### config.mk
export PLATFORM = sky130hd
export DESIGN_NAME = imem_loader
export DESIGN_NICKNAME = d
export VERILOG_FILES = /design/src/rtl/imem_loader_pkg.sv /design/src/rtl/imem_byte_assembler.sv /design/src/rtl/imem_loader.sv
export SDC_FILE = /design/constraint.sdc
export NUM_CORES = 1
export LEC_CHECK = 0
export ABC_AREA = 1
export ABC_CLOCK_PERIOD_IN_PS = 2600
export BUFFER_PORTS_ARGS = -buffer_cell sky130_fd_sc_hd__buf_4
export CORE_ASPECT_RATIO = 1.5
export CORE_MARGIN = 5
export CORE_UTILIZATION = 50
export CTS_CLUSTER_DIAMETER = 40
export DETAILED_ROUTE_END_ITERATION = 8
export PLACE_DENSITY_LB_ADDON = 0.12
export SLEW_MARGIN = 20
export SYNTH_ARGS = -nofsm -noshare
export SYNTH_HDL_FRONTEND = slang
export SYNTH_HIERARCHICAL = 1
export SYNTH_SLANG_ARGS = --single-unit
### constraint.sdc
create_clock -name clk -period 2.6 [get_ports clk]
set_clock_uncertainty 0.2 [all_clocks]
set_input_delay 0.52 -clock clk [delete_from_list [all_inputs] [get_ports clk]]
set_output_delay 0.52 -clock clk [all_outputs]
set_load 0.005 [all_outputs]
### src/rtl/imem_loader_pkg.sv
// imem_loader_pkg: loader FSM state encoding and instruction width.
`default_nettype none

package imem_loader_pkg;

  localparam int c_instr_w = 32;

  typedef enum logic [2:0] {
    ST_IDLE   = 3'd0,
    ST_LEN_LO = 3'd1,
    ST_LEN_HI = 3'd2,
    ST_DATA   = 3'd3,
    ST_CSUM   = 3'd4,
    ST_DONE   = 3'd5,
    ST_ERROR  = 3'd6
  } loader_state_t;

endpackage

`default_nettype wire

### src/rtl/imem_byte_assembler.sv
// ------------------------------------------------------------------
// imem_byte_assembler: collects little-endian bytes into 32-bit words.
// Rev 1.0
// ------------------------------------------------------------------
`default_nettype none

module imem_byte_assembler
  import imem_loader_pkg::*;
(
  input  logic                 clk,
  input  logic                 reset_n,
  input  logic                 i_clr,
  input  logic                 i_accept,
  input  logic [7:0]           i_byte,
  output logic [c_instr_w-1:0] o_word,
  output logic                 o_word_done
);

  logic [1:0]  r_byte_idx;
  logic [23:0] r_lanes;

  // The fourth byte is merged combinationally so the top can register the word on its accept edge.
  assign o_word      = {i_byte, r_lanes};
  assign o_word_done = i_accept && (r_byte_idx == 2'd3);

  always_ff @(posedge clk) begin
    if (!reset_n) begin
      r_byte_idx <= 2'd0;
      r_lanes    <= 24'd0;
    end else if (i_clr) begin
      r_byte_idx <= 2'd0;
    end else if (i_accept) begin
      r_byte_idx <= r_byte_idx + 2'd1;
      case (r_byte_idx)
        2'd0:    r_lanes[7:0]   <= i_byte;
        2'd1:    r_lanes[15:8]  <= i_byte;
        2'd2:    r_lanes[23:16] <= i_byte;
        default: r_lanes        <= r_lanes;
      endcase
    end
  end

endmodule

`default_nettype wire

### src/rtl/imem_loader.sv
// ------------------------------------------------------------------
// imem_loader: length-prefixed byte-stream boot loader for instruction memory.
// Optional trailing XOR checksum byte: define IMEM_LOADER_CHECKSUM_EN.
// Rev 1.0
// ------------------------------------------------------------------
`default_nettype none

module imem_loader
  import imem_loader_pkg::*;
#(
  parameter int          MEM_BYTES = 128,
  parameter logic [63:0] BASE_ADDR = 64'd0
) (
  input  logic                 clk,
  input  logic                 reset_n,
  input  logic                 start,
  input  logic                 in_valid,
  input  logic [7:0]           in_data,
  output logic                 in_ready,
  output logic                 wr_en,
  output logic [63:0]          wr_addr,
  output logic [c_instr_w-1:0] wr_data,
  output logic                 cpu_hold,
  output logic                 done,
  output logic                 error
);

  localparam logic [15:0] c_max_words = 16'(MEM_BYTES / 4);

  loader_state_t r_state, w_next;

  logic [7:0]           r_len_lo;
  logic [15:0]          r_word_cnt;
  logic [15:0]          r_word_idx;
  logic                 r_wr_en;
  logic [63:0]          r_wr_addr;
  logic [c_instr_w-1:0] r_wr_data;

  logic                 w_accept;
  logic                 w_start_load;
  logic                 w_data_accept;
  logic [15:0]          w_len;
  logic [c_instr_w-1:0] w_word;
  logic                 w_word_done;
  logic                 w_last_word;
  loader_state_t        w_tail_state;

`ifdef IMEM_LOADER_CHECKSUM_EN
  logic [7:0] r_csum;
  assign w_tail_state = ST_CSUM;
`else
  assign w_tail_state = ST_DONE;
`endif

  assign in_ready = ((r_state == ST_LEN_LO) || (r_state == ST_LEN_HI) ||
                     (r_state == ST_DATA)   || (r_state == ST_CSUM)) && !r_wr_en;
  assign w_accept      = in_valid && in_ready;
  assign w_data_accept = w_accept && (r_state == ST_DATA);
  assign w_start_load  = start && ((r_state == ST_IDLE) || (r_state == ST_DONE) ||
                                   (r_state == ST_ERROR));
  assign w_len         = {in_data, r_len_lo};
  assign w_last_word   = (r_word_idx + 16'd1) == r_word_cnt;

  assign wr_en    = r_wr_en;
  assign wr_addr  = r_wr_addr;
  assign wr_data  = r_wr_data;
  assign done     = (r_state == ST_DONE);
  assign error    = (r_state == ST_ERROR);
  assign cpu_hold = (r_state != ST_DONE);

  imem_byte_assembler u_asm (
    .clk        (clk),
    .reset_n    (reset_n),
    .i_clr      (w_start_load),
    .i_accept   (w_data_accept),
    .i_byte     (in_data),
    .o_word     (w_word),
    .o_word_done(w_word_done)
  );

  always_comb begin
    w_next = r_state;
    case (r_state)
      ST_IDLE, ST_DONE, ST_ERROR: if (start) w_next = ST_LEN_LO;
      ST_LEN_LO: if (w_accept) w_next = ST_LEN_HI;
      ST_LEN_HI: begin
        if (w_accept) begin
          if (w_len == 16'd0)            w_next = w_tail_state;
          else if (w_len > c_max_words)  w_next = ST_ERROR;
          else                           w_next = ST_DATA;
        end
      end
      ST_DATA: if (w_word_done && w_last_word) w_next = w_tail_state;
`ifdef IMEM_LOADER_CHECKSUM_EN
      ST_CSUM: if (w_accept) w_next = (in_data == r_csum) ? ST_DONE : ST_ERROR;
`endif
      default: w_next = ST_IDLE;
    endcase
  end

  always_ff @(posedge clk) begin
    if (!reset_n) begin
      r_state    <= ST_IDLE;
      r_len_lo   <= 8'd0;
      r_word_cnt <= 16'd0;
      r_word_idx <= 16'd0;
      r_wr_en    <= 1'b0;
      r_wr_addr  <= 64'd0;
      r_wr_data  <= '0;
    end else begin
      r_state <= w_next;
      r_wr_en <= w_word_done;
      if (w_start_load)
        r_word_idx <= 16'd0;
      if (w_accept && (r_state == ST_LEN_LO))
        r_len_lo <= in_data;
      if (w_accept && (r_state == ST_LEN_HI))
        r_word_cnt <= w_len;
      if (w_word_done) begin
        r_wr_addr  <= BASE_ADDR + {46'd0, r_word_idx, 2'b00};
        r_wr_data  <= w_word;
        r_word_idx <= r_word_idx + 16'd1;
      end
    end
  end

`ifdef IMEM_LOADER_CHECKSUM_EN
  always_ff @(posedge clk) begin
    if (!reset_n)
      r_csum <= 8'd0;
    else if (w_start_load)
      r_csum <= 8'd0;
    else if (w_data_accept)
      r_csum <= r_csum ^ in_data;
  end
`endif

endmodule

`default_nettype wire

==> impl_results.md <==
* Share of layout cells above drive strength 1 at 16.27%
* Port bufs at 64
* Mapped Avg Cell Area at 6.903 sq um
* Post-Syn Area at 5592 sq um
* Hold Slack at 0.2323 ns
* Cell count after synthesis at 810
* Routability cong. at 0.9122
* DR vias at 5,137
* Post-synth top flop: dfxtp_1
* Period utilization at 94.71%
* RSZ-0062 raised after global routing: true
* Routed wire per std cell at 14.29 microns
* Clock power frac at 47.6%
* H-tree levels at 4
* HPWL after DPL at 10,220 microns
* Leakage at 3.151 nW
* Die W at 96.35 microns
* Worst Hold Class: in -> reg
* WL met1 at 5536 microns
* Highest Signal Layer: met4
* Vias in the first global route at 5,016
* Via density at 4.978
* Worst R2R Start: r_state[2]
* Final ANT Viol Nets at 0
* Fmax at 406.1 MHz
* Status: finished clean
* Remaining Overflow, GRT at 0
* Routed wire length at 14,750 microns
* Worst setup EP type: flip-flop
* Max Cap Viol at 0
* Ys async rst share at 0%
* Largest net degree at the start of global routing at 78
* Comb pwr share at 13.7%
* Sw power at 0.001293 W
* Metal3 WL at 730 microns
* P per Cell Area at 750.2 nW/um^2
* Met2 wire len at 8184 microns
* Initial Utilization at 50.85%
* Worst Path Required at 2.73 ns
* 1st-pass router iterations at 4
* Post-layout min period at 2.463 ns
* Switching power share of the total at 25.82%
* # diodes at 0
* DR iter-0 viols at 288
* Die ar. at 13,440 sq um
* TritonCTS clock tree: built
* Nets at 889
* Synth top area share at 42.25%
* Critical path type: reg -> reg
* Ys Warns at 6
* Worst setup path end: r_word_idx[0]
* Sequential power share at 38.7%
* Boundary Pins at 113
* Post-synth EDFFs at 0
* Internal Power at 0.003716 W
* WP data arrival at 2.59 ns
* Final Slew Violations at 0
* Placed Area at 6005 sq um
* Initial antenna violation count at 0
* Clk root buf: clkbuf_16
* Clock Sinks at 118
* Critical Path Source: r_state[2]
* Crit Path Max Fanout at 77
* CTS buffer count at 17
* First-pass GRT wire length at 23,660 microns
* CP startpoint kind: flip-flop
* Most frequent cells in the layout: nand2_1 (155), nor2_1 (144), dfxtp_1 (115)
* DR DRC count at 0
* Vert. Die Dim at 139.5 microns
* Synth area leader: dfxtp_1
* Synth top area cells: dfxtp_1 (42%), nand2_1 (10%), nor2_1 (9.7%), buf_4 (8.1%), o21ai_0 (6.4%)
* P&R area growth vs syn at 19.42%
* Synth cell types at 29
* Peak VDD IR at 0.0004623 V
* Worst-path clk slew at 0.05 ns
* GRT Total Usage at 22.67%
* Post-route cell area at 6678 sq um
* Worst r2r path cells at 13
* Endpoints failing hold at 0
* Commonest non-fill, non-tap cell in the layout: nand2_1
* FF-to-FF setup slack at 0.14 ns
* Clock buffer depth at 2
* Worst-skew pair later-pin latency at 0.41 ns
* Sequential-to-total area share from yosys stat at 42.25%
* Core area at 11,000 sq um
* Register bit total from synthesis at 118
* FP Rows at 47
* RR Endpoint: r_word_idx[0]
* Final setup vio count at 0
==> kinds of logic (layout without fill, tap and decap cells) <==
family | count (synthesis) | count (layout) | share of synthesized area, %
compound gates | 138 | 138 | 12.69
xor+xnor | 3 | 3 | 0.4700
fa+ha+maj | 5 | 5 | 1.119
buf+inv | 172 | 200 | 15.66
flops | 118 | 118 | 42.25
other cells | 1 | 48 | 0.06706
simple gates | 373 | 373 | 27.75
==> through the flow <==
stage	power (W)	util (%)	setup TNS, ns	setup WS, ns	std cells
final	0.005009	60.72	0	0.1375	1032
after global routing	0.005207	60.72	-0.06502	-0.01811	1032
after CTS	0.004983	60.09	0	0.07892	1028
after detailed placement	0.002599	54.60	0	0.09483	996
after global placement	0.002579	54.60	0	0.2079	996
after floorplan	0.002437	-	0	0.01089	857
==> area by class of cell <==
type                            count  area [sq um]
Inverter                           84         315.3
Fill cell                        1063          4319
Timing Repair Buffer               84         643.1
Tap cell                          147         183.9
Multi-Input combinational cell    567          2564
Clock inverter                      8         121.4
Sequential cell                   118          2369
Clock buffer                       24         481.7
==> synthesized netlist by cell type, types with 3 or more instances <==
cell type  number
nor2_1        145
nand3_1        44
nor3_1          5
inv_1          80
dfxtp_1       118
nor2_4          5
buf_2           4
buf_4          60
nand4_1         8
nor2_2          3
nand2_2         4
o21ai_0        72
ha_1            5
clkbuf_1       24
a21oi_1        60
nand2_1       156
inv_2           3
==> flip-flops by register name (all words and copies together) (netlist names) <==
name,flops
r_word_idx,16
wr_addr,16
r_state,3
r_len_lo,8
u_asm/r_byte_idx,2
r_word_cnt,16
u_asm/r_lanes,24
wr_data,32
wr_en,1
==> power groups by stage <==
stage	Combinational, W	Clock, W	Sequential, W
global route	0.000759	0.00250	0.00195
CTS	0.000640	0.00241	0.00193
global placement	0.000616	0	0.00196
detailed placement	0.000632	0	0.00197
finish	0.000685	0.00239	0.00194
floorplan	0.000481	0	0.00196
==> worst min-delay path by stage <==
stage,slack (ns),startpoint,cells past startpoint,end
after global routing,0.24,in_data[0],3,wr_data[24]
after global placement,0.26,r_word_cnt[15],2,r_word_cnt[15]
after floorplan,0.24,r_len_lo[3],2,r_len_lo[3]
after detailed placement,0.26,r_word_cnt[2],2,r_word_cnt[2]
final,0.23,in_data[0],3,u_asm/r_lanes[16]
after CTS,0.21,in_data[0],3,u_asm/r_lanes[16]
==> what timing repair did <==
action,4_1_cts,5_1_grt
endpoints found under the hold margin,0,0
hold buffers,0,0
gates resized for setup,0,14
endpoints found under the setup margin,0,14
buffers inserted,0,4
==> metal layers <==
layer  track usage, %  vias to the layer above
li1                 -                     2574
met1            23.36                     2383
met2            42.52                      151
met3            5.184                       29
met4            9.017                        0
met5                0                        -
==> worst max-delay path: stages, from the launching register on <==
cell and delay (ns):
dfxtp_2 0.35, nor3_1 0.36, nor3_2 0.09, nand2_1 0.12, inv_1 0.06, nand2_1 0.07, inv_2 0.04, nand2_2 0.05
inv_2 0.04, buf_4 0.13, buf_12 0.19, nor2_4 0.42, nand2_1 0.09, a21oi_1 0.16
No activity file was read; power rests on OpenSTA's default activity.
